===== src/rtl/invsqrt_pkg.sv =====
// Shared types, IEEE-754 constants and operand classification for the invsqrt stream wrapper.
package invsqrt_pkg;

   typedef enum logic [1:0] {ST_IDLE, ST_ISSUE, ST_WAIT, ST_OUT} state_t;

   typedef enum logic [2:0] {CLS_NORMAL, CLS_ZERO, CLS_NAN, CLS_PINF, CLS_NEG} fclass_t;

   localparam logic [31:0] FP_PINF  = 32'h7F80_0000;
   localparam logic [31:0] FP_NINF  = 32'hFF80_0000;
   localparam logic [31:0] FP_QNAN  = 32'h7FC0_0000;
   localparam logic [31:0] FP_PZERO = 32'h0000_0000;

   // Denormals share the zero class: they are flushed before the core ever sees them.
   function automatic fclass_t classify(input logic [31:0] f);
      fclass_t c;
      c = CLS_NORMAL;
      if (f[30:23] == 8'h00)
         c = CLS_ZERO;
      else if (f[30:23] == 8'hFF && f[22:0] != 23'd0)
         c = CLS_NAN;
      else if (f[30:23] == 8'hFF && !f[31])
         c = CLS_PINF;
      else if (f[31])
         c = CLS_NEG;
      return c;
   endfunction

   function automatic logic [31:0] special_value(input fclass_t c, input logic sgn);
      logic [31:0] v;
      case (c)
         CLS_ZERO: v = sgn ? FP_NINF : FP_PINF;
         CLS_PINF: v = FP_PZERO;
         default:  v = FP_QNAN;
      endcase
      return v;
   endfunction

endpackage


===== src/rtl/invsqrt_stream_ctrl_sync_fifo.sv =====
// Small synchronous FIFO: registered storage, combinational head read, power-of-2 depth.
module sync_fifo #(
   parameter int WIDTH = 32,
   parameter int DEPTH = 4
) (
   input  logic             clk,
   input  logic             rst,
   input  logic             push_i,
   input  logic             pop_i,
   input  logic [WIDTH-1:0] data_i,
   output logic [WIDTH-1:0] data_o,
   output logic             full_o,
   output logic             empty_o
);
   localparam int AW = $clog2(DEPTH);
   localparam logic [AW:0]   FULL_CNT = (AW+1)'(DEPTH);
   localparam logic [AW:0]   CNT_ONE  = (AW+1)'(1);
   localparam logic [AW-1:0] PTR_ONE  = AW'(1);

   logic [WIDTH-1:0] mem_q [DEPTH];
   logic [AW-1:0]    wr_ptr_q, rd_ptr_q;
   logic [AW:0]      count_q, count_d;
   logic             do_push, do_pop;

   assign full_o  = (count_q == FULL_CNT);
   assign empty_o = (count_q == '0);
   assign do_pop  = pop_i & ~empty_o;
   assign do_push = push_i & (~full_o | do_pop);
   assign data_o  = mem_q[rd_ptr_q];

   always_comb begin
      count_d = count_q;
      if (do_push && !do_pop)
         count_d = count_q + CNT_ONE;
      else if (do_pop && !do_push)
         count_d = count_q - CNT_ONE;
   end

   always_ff @(posedge clk or posedge rst) begin
      if (rst) begin
         wr_ptr_q <= '0;
         rd_ptr_q <= '0;
         count_q  <= '0;
      end else begin
         count_q <= count_d;
         if (do_push) wr_ptr_q <= wr_ptr_q + PTR_ONE;
         if (do_pop)  rd_ptr_q <= rd_ptr_q + PTR_ONE;
      end
   end

   always_ff @(posedge clk) begin
      if (do_push) mem_q[wr_ptr_q] <= data_i;
   end

endmodule


===== src/rtl/invsqrt_stream_ctrl.sv =====
// Streaming wrapper for the invsqrt core: operand FIFO, local IEEE special-case results,
// one core operation in flight at a time and a registered in-order output stage.
module invsqrt_stream_ctrl
   import invsqrt_pkg::*;
#(
   parameter int FIFO_DEPTH   = 4,
   parameter int CORE_TIMEOUT = 64
) (
   input  logic        clk,
   input  logic        rst,
   input  logic        in_valid,
   output logic        in_ready,
   input  logic [31:0] in_data,
   output logic        out_valid,
   input  logic        out_ready,
   output logic [31:0] out_data,
   output logic        core_start,
   output logic [31:0] core_float_in,
   input  logic [31:0] core_float_out,
   input  logic        core_ready,
   output logic        timeout_err
);
   localparam int TW = $clog2(CORE_TIMEOUT) + 1;
   localparam logic [TW-1:0] TMO_LAST = TW'(CORE_TIMEOUT - 1);
   localparam logic [TW-1:0] TMO_ONE  = TW'(1);

   state_t        state_q;
   logic          out_valid_q, core_start_q, timeout_err_q;
   logic [31:0]   out_data_q, core_in_q;
   logic [TW-1:0] tmo_cnt_q;
   logic          fifo_full, fifo_empty, fifo_pop, fifo_push;
   logic [31:0]   head;
   fclass_t       head_cls;

   assign in_ready  = ~rst & ~fifo_full;
   assign fifo_push = in_valid & in_ready;
   assign fifo_pop  = (state_q == ST_IDLE) & ~fifo_empty & ~out_valid_q;
   assign head_cls  = classify(head);

   assign out_valid     = out_valid_q;
   assign out_data      = out_data_q;
   assign core_start    = core_start_q;
   assign core_float_in = core_in_q;
   assign timeout_err   = timeout_err_q;

   sync_fifo #(.WIDTH(32), .DEPTH(FIFO_DEPTH)) u_fifo (
      .clk     (clk),
      .rst     (rst),
      .push_i  (fifo_push),
      .pop_i   (fifo_pop),
      .data_i  (in_data),
      .data_o  (head),
      .full_o  (fifo_full),
      .empty_o (fifo_empty)
   );

   // core_ready is only looked at in WAIT, so the level left high by the previous
   // result during ISSUE is never mistaken for the new one.
   always_ff @(posedge clk or posedge rst) begin
      if (rst) begin
         state_q       <= ST_IDLE;
         out_valid_q   <= 1'b0;
         out_data_q    <= '0;
         core_start_q  <= 1'b0;
         core_in_q     <= '0;
         tmo_cnt_q     <= '0;
         timeout_err_q <= 1'b0;
      end else begin
         core_start_q <= 1'b0;
         case (state_q)
            ST_IDLE: begin
               if (fifo_pop) begin
                  if (head_cls == CLS_NORMAL) begin
                     core_in_q    <= head;
                     core_start_q <= 1'b1;
                     state_q      <= ST_ISSUE;
                  end else begin
                     out_data_q  <= special_value(head_cls, head[31]);
                     out_valid_q <= 1'b1;
                     state_q     <= ST_OUT;
                  end
               end
            end
            ST_ISSUE: begin
               tmo_cnt_q <= '0;
               state_q   <= ST_WAIT;
            end
            ST_WAIT: begin
               if (core_ready) begin
                  out_data_q  <= core_float_out;
                  out_valid_q <= 1'b1;
                  state_q     <= ST_OUT;
               end else if (tmo_cnt_q == TMO_LAST) begin
                  timeout_err_q <= 1'b1;
                  out_data_q    <= FP_QNAN;
                  out_valid_q   <= 1'b1;
                  state_q       <= ST_OUT;
               end else begin
                  tmo_cnt_q <= tmo_cnt_q + TMO_ONE;
               end
            end
            ST_OUT: begin
               if (out_ready) begin
                  out_valid_q <= 1'b0;
                  state_q     <= ST_IDLE;
               end
            end
            default: state_q <= ST_IDLE;
         endcase
      end
   end

endmodule


===== config.mk =====
export PLATFORM = sky130hd
export DESIGN_NAME = invsqrt_stream_ctrl
export DESIGN_NICKNAME = d
export VERILOG_FILES = /design/src/rtl/invsqrt_pkg.sv /design/src/rtl/invsqrt_stream_ctrl_sync_fifo.sv /design/src/rtl/invsqrt_stream_ctrl.sv
export SDC_FILE = /design/constraint.sdc
export NUM_CORES = 1
export LEC_CHECK = 0
export BUFFER_PORTS_ARGS = -buffer_cell sky130_fd_sc_hd__clkbuf_2
export CAP_MARGIN = 15
export CORE_UTILIZATION = 30
export DETAILED_ROUTE_END_ITERATION = 16
export GPL_ROUTABILITY_DRIVEN = 0
export GPL_TIMING_DRIVEN = 0
export HOLD_SLACK_MARGIN = 0.12
export PLACE_DENSITY = 0.59
export SYNTH_ARGS = -nofsm -noshare
export SYNTH_HDL_FRONTEND = slang
export SYNTH_HIERARCHICAL = 1
export SYNTH_SLANG_ARGS = --single-unit

===== constraint.sdc =====
create_clock -name clk -period 3.55 [get_ports clk]
set_input_delay 0.5325 -clock clk [delete_from_list [all_inputs] [get_ports clk]]
set_output_delay 0.5325 -clock clk [all_outputs]
set_load 0.1 [all_outputs]

==> results.json, run 1 <==
{
  "hold_ws_ns": 0.230,
  "dieHeight_um": 171,
  "firstDrtPassIters": 4,
  "critical_path_class": "register to register",
  "via_per_inst": 4.50,
  "drt_iter0_drc": 226,
  "wl_mm": 18.0,
  "drive_gt1_share_pct": 38.8,
  "rsz0062_at_grt": "false",
  "critPathArrivalTime_ns": 3.63,
  "synth_ff_type": "edfxtp_1",
  "synthArstFlopShare_pct": 39.3,
  "multi_input_comb_area_mm2": 0.00237,
  "cts_buffers": 23,
  "drv_cap": 0,
  "fin_crit_sh_pct": 91.8,
  "syn_area_mm2": 0.00852,
  "clk_pin_slew_ns": 0.06,
  "grt_max_degree": 55,
  "regArea_mm2": 0.00592,
  "grt_pass1_vias": 4737,
  "final_nets": 741,
  "synthesis.nets": 576,
  "synth-edff-count": 128,
  "port_buffers": 136,
  "worstHoldPathCells": 1,
  "timing.rr.start": "u_fifo/rd_ptr_q[1]",
  "postCtsSetupRepairBufs": 0,
  "reg2reg_to": "out_data[30]",
  "fmax_mhz": 307,
  "cts_tree": "done",
  "tightest_slew_ns": 0.913,
  "min_path_type": "input pin to register",
  "whs_endpoint": "u_fifo/mem_q[3][8]",
  "core_area_mm2": 0.0279,
  "hp-start": "in_data[8]",
  "dieWidth_um": 171,
  "grt_remaining_overflow": 0,
  "antenna_left": 0,
  "synth_cells": 495,
  "io_pins": 137,
  "finalHoldViolCount": 0,
  "synth_cell_type_count": 49,
  "grt_first_pass_wirelength_mm": 27.3,
  "startpoint_type": "register",
  "antenna_found_initial": 1,
  "clock_tree.root_cell": "clkbuf_16",
  "wl_per_cell_um": 17.0,
  "synth_commonest_cells": "128 x edfxtp_1, 83 x dfrtp_1, 53 x nand2_1",
  "h-tree-depth": 1,
  "yosysSeqAreaShare_pct": 69.5,
  "fin_crit_ns": 3.26,
  "track_usage_pct": 12.4,
  "ys_top_cells_by_area": "edfxtp_1 45%, dfrtp_1 24%, mux4_2 7.4%",
  "cts.path.max_buffers": 3,
  "reg2reg_depth": 8,
  "synth.most_common_cell": "edfxtp_1",
  "die_area_mm2": 0.0291,
  "vias": 4744,
  "drc": 0,
  "synth.largest_area_cell": "edfxtp_1",
  "setup_violations": 0,
  "cp.required_ns": 3.92,
  "dpl.hpwl_mm": 12.1,
  "synth-seq-cells": 211,
  "status": "finished, final reports clean",
  "insertion_delay_ns": 0.52,
  "fillCellCount": 2645,
  "synth.avg_cell_area_um2": 17.2,
  "reg2reg_slack_ns": 0.29,
  "synth_top_area_share_pct": 45.1,
  "slew-limit-headroom_pct": 39.1,
  "end_kind": "register",
  "start_util_pct": 30.6,
  "final_max_slew_viol_count": 0,
  "synthToLayoutAreaGrowth_pct": 23.4,
  "critPathMaxFanout": 10,
  "yosys_warnings": 6,
  "rows": 61,
  "cts_sinks": 211,
  "fin_skew_ns": 0.0199
}
[logic make-up after synthesis]
logic type               count (synthesis)  synth area share, %
AO/OA/AOI/OAI                           56                 4.04
adder cells (fa/ha/maj)                 12                 1.85
XOR/XNOR                                10                 1.03
buffers and inverters                   31                 2.76
AND/OR/NAND/NOR                        108                 6.39
multiplexers                            67                 14.5
flip-flops                             211                 69.5
[critical path, cell delays in order (launching register included)]
cell and delay, ns:
dfrtp_1 0.32, clkbuf_1 0.26, buf_2 0.33, mux4_2 0.39
nor4_1 0.53, nand4_1 0.21, or4_1 0.60, o22ai_2 0.36
a2bb2oi_1 0.13
[sequential cells by signal, indices dropped and copies added, names as in the netlist]
signal and count:
u_fifo/count_q 3, out_valid 1, u_fifo/wr_ptr_q 2, out_data 32
core_start 1, tmo_cnt_q 7, u_fifo/mem_q 128, timeout_err 1
u_fifo/rd_ptr_q 2, core_float_in 32, state_q 2
[area by class of cell]
cell class / instances / area share [%]
sequential: 211 / 56.3
multi-input combinational: 253 / 22.6
timing repair buffer: 140 / 7.21
clock buffer: 29 / 5.69
tap: 378 / 4.50
buffer: 20 / 1.86
clock inverter: 12 / 1.46
inverter: 11 / 0.416
antenna: 1 / 0.0238
[repair_timing]
action,4_1_cts,5_1_grt
hold endpoints to repair,29,0
gates resized for setup,0,2
hold buffers,1,0
endpoints found under the setup margin,0,3
[per-layer routing]
layer / routed length (µm) / track usage, % / vias up
met4: 339 / 2.98 / 0
met1: 7860 / 15.9 / 2356
met3: 1390 / 3.70 / 24
met5: 0 / 0 / -
met2: 8400 / 20.3 / 151
li1: - / - / 2213
[worst max-delay path by stage]
stage / startpoint / endpoint / slack (ns) / cells past startpoint
after floorplan: u_fifo/count_q[2] / u_fifo/mem_q[0][0] / 0.46 / 5
after CTS: u_fifo/rd_ptr_q[1] / out_data[29] / 0.15 / 8
after detailed placement: u_fifo/rd_ptr_q[1] / out_data[29] / 0.18 / 8
after global placement: state_q[0] / u_fifo/mem_q[1][0] / -0.35 / 6
final: u_fifo/rd_ptr_q[1] / out_data[30] / 0.29 / 8
after global routing: u_fifo/rd_ptr_q[1] / out_data[29] / 0.005 / 8
[placed cells by master (no fill, tap or decap), drive strengths merged, types with 2 or more instances in the layout]
| cell type | n |
|---|---|
| nand3 | 2 |
| nor2b | 4 |
| nand2 | 53 |
| o21ai | 38 |
| nor3b | 3 |
| a21boi | 2 |
| clkbuf | 172 |
| inv | 12 |
| bufinv | 3 |
| ha | 11 |
| nand2b | 2 |
| and3 | 3 |
| or4 | 3 |
| a2bb2oi | 8 |
| buf | 16 |
| edfxtp | 128 |
| nand4 | 7 |
| nor3 | 2 |
| xor2 | 6 |
| nor2 | 13 |
| and2 | 6 |
| dfrtp | 83 |
| mux4 | 32 |
| clkinv | 7 |
| xnor2 | 4 |
| mux2 | 34 |
| nor4 | 6 |
[stage by stage]
| stage | utilization (%) | TNS [ns] | cell area [µm²] | cells | setup WS (ns) |
|---|---|---|---|---|---|
| 5_1_grt | 37.8 | 0 | 10500 | 1054 | 0.00469 |
| 2_1_floorplan | - | 0 | 8530 | 495 | 0.462 |
| 6_report | 37.8 | 0 | 10500 | 1055 | 0.289 |
| 3_5_place_dp | 35.0 | 0 | 9750 | 1012 | 0.184 |
| 3_3_place_gp | 34.7 | -62.82 | 9680 | 1009 | -0.351 |
| 4_1_cts | 37.7 | 0 | 10500 | 1054 | 0.149 |
Power of run 1 is not shown: default switching activity piles up to over one toggle a cycle in this logic, so the estimate is an artifact.
==> inputs of run 2 (changes only) <==
--- a/config.mk
+++ b/config.mk
@@ -5,6 +5,7 @@
 export SDC_FILE = /design/constraint.sdc
 export NUM_CORES = 1
 export LEC_CHECK = 0
+export ABC_CLOCK_PERIOD_IN_PS = 3150
 export BUFFER_PORTS_ARGS = -buffer_cell sky130_fd_sc_hd__clkbuf_2
 export CAP_MARGIN = 15
 export CORE_UTILIZATION = 30
@@ -17,3 +18,4 @@
 export SYNTH_HDL_FRONTEND = slang
 export SYNTH_HIERARCHICAL = 1
 export SYNTH_SLANG_ARGS = --single-unit
+export TNS_END_PERCENT = 1
==> constraint.sdc (replaced) <==
create_clock -name clk -period 3.15 [get_ports clk]
set_input_delay 0.4725 -clock clk [delete_from_list [all_inputs] [get_ports clk]]
set_output_delay 0.4725 -clock clk [all_outputs]
set_load 0.1 [all_outputs]
==> run 2 against run 1 <==
Effect of this change: first-iteration DRC count is 4.0% lower; final cell count unchanged; register-to-register slack got worse by 0.13 ns; sequential share of layout area is 0.33 points lower; clock-buffer cell count did not move; die area is the same; hold slack got worse by 0.060 ns.
==> results.json, run 2 (synthesis gave the netlist of run 1 again) <==
{
  "startpoint_type": "register",
  "place_inst": 1012,
  "layout_common_cells": "137 x clkbuf_2, 128 x edfxtp_1, 83 x dfrtp_1, 53 x nand2_1, 37 x o21ai_0",
  "core_area_mm2": 0.0279,
  "rows": 61,
  "cts.path.max_buffers": 3,
  "worst_path_largest_cell_delay_ns": 0.59,
  "crit_chain": "buf_6 -> buf_12 -> mux4_2 -> or4_1 -> nor2_4 -> nor2_2 -> and2_1 -> buf_6 -> buf_12 -> mux2_4",
  "dieWidth_um": 171,
  "io_pins": 137,
  "port_buffers": 136,
  "antenna_found_initial": 1,
  "insertion_delay_ns": 0.52,
  "final_max_slew_viol_count": 0,
  "cts_tree": "done",
  "grt_max_degree": 55,
  "cts_buffers": 23,
  "wl_mm": 18.0,
  "layout_commonest_cell": "clkbuf_2",
  "fin_crit_ns": 2.99,
  "status": "finished, final reports clean",
  "h-tree-depth": 1,
  "regMostFlops": "u_fifo/mem_q",
  "drt_iter0_drc": 217,
  "clock_tree.root_cell": "clkbuf_16",
  "tightest_slew_ns": 0.587,
  "critPathMaxFanout": 10,
  "finalHoldViolCount": 0,
  "grt_first_pass_wirelength_mm": 27.4,
  "start_util_pct": 30.6,
  "via_per_inst": 4.51,
  "rsz0062_at_grt": "false",
  "layoutNonFillerInstCount": 1055,
  "fin_skew_ns": 0.0200,
  "fin_crit_sh_pct": 95.1,
  "drv_cap": 0,
  "final_nets": 741,
  "dpl.hpwl_mm": 12.1,
  "slew-limit-headroom_pct": 61.0,
  "setup_violations": 0,
  "grt_remaining_overflow": 0,
  "drive_gt1_share_pct": 39.5,
  "dieHeight_um": 171,
  "track_usage_pct": 12.4,
  "antenna_left": 0,
  "drc": 0,
  "worst_path_max_delay_cell": "or4_1",
  "synthToLayoutAreaGrowth_pct": 24.2,
  "clk_pin_slew_ns": 0.06,
  "end_kind": "register",
  "grt_pass1_vias": 4737,
  "critical_path_class": "register to register",
  "die_area_mm2": 0.0291,
  "wl_per_cell_um": 17.0,
  "firstDrtPassIters": 4,
  "vias": 4759,
  "largest_reg_flops": 128,
  "critPathArrivalTime_ns": 3.38,
  "cts_sinks": 211,
  "fmax_mhz": 334,
  "min_path_type": "input pin to register",
  "cp.required_ns": 3.54
}
==> run 2: cell types whose count changed in the layout (fill, tap and decap cells not counted), moves of 2 or more <==
cell | before | now
nor4_4 | 0 | 2
buf_2 | 5 | 2
nor4_1 | 6 | 3
and2_4 | 0 | 2
buf_4 | 0 | 4
and2_2 | 4 | 2
==> run 2: through the flow <==
| step | setup slack, ns | hold WS (ns) | setup TNS, ns | util, % | area (µm²) |
|---|---|---|---|---|---|
| floorplan | 0.0622 | 0.276 | 0 | - | 8530 |
| global placement | -0.751 | 0.446 | -144.02 | 34.7 | 9680 |
| detailed placement | -0.216 | 0.467 | -8.95 | 35.0 | 9750 |
| CTS | 0.0293 | 0.145 | 0 | 37.9 | 10600 |
| global route | 0.00861 | 0.158 | 0 | 38.0 | 10600 |
| finish | 0.156 | 0.170 | 0 | 38.0 | 10600 |
==> run 2: repair_timing <==
action	4_1_cts	5_1_grt
endpoints found under the setup margin	110	28
hold endpoints to repair	29	0
buffers inserted	0	0
gates cloned	0	0
hold buffers	1	0
resized for setup	11	7
==> run 2: path summary, 6_finish.rpt <==
| path | end | cells after the start | slack [ns] | start |
|---|---|---|---|---|
| min | u_fifo/mem_q[1][8] | 1 | 0.17 | in_data[8] |
| max reg2reg | core_float_in[16] | 10 | 0.16 | u_fifo/rd_ptr_q[0] |
| min reg2reg | timeout_err | 1 | 0.47 | timeout_err |
| max in group asynchronous | out_data[19] | 4 | 2.01 | rst |
| min in group asynchronous | u_fifo/wr_ptr_q[0] | 3 | 0.50 | rst |
| max | core_float_in[16] | 10 | 0.16 | u_fifo/rd_ptr_q[0] |
==> run 2: layout make-up <==
| type | instances | area, µm² |
|---|---|---|
| fillers | 2638 | 17300 |
| flip-flops and latches | 211 | 5920 |
| multi-input cells | 253 | 2430 |
| repair buffers | 140 | 758 |
| clock buffers | 29 | 598 |
| well taps | 378 | 473 |
| plain buffers | 20 | 206 |
| clock inverters | 12 | 154 |
| inverters | 11 | 43.8 |
| diodes | 1 | 2.50 |
==> run 2: worst max-delay path: cells and delay by family, from the launching register on <==
family                 cells  cell delay, ns
and+or+nand+nor            4            1.05
DFF                        1            0.34
buffers and inverters      4            0.66
muxes                      2            0.84
==> run 2: metal layers <==
layer  GRT usage [%]  up-vias  share of wire [%]
li1                -     2218                  -
met1            16.0     2369                 44
met2            20.3      147                 47
met3            3.70       25                7.4
met4            2.98        0                1.8
met5               0        -                  0
Power of run 2 is left out for the same reason.
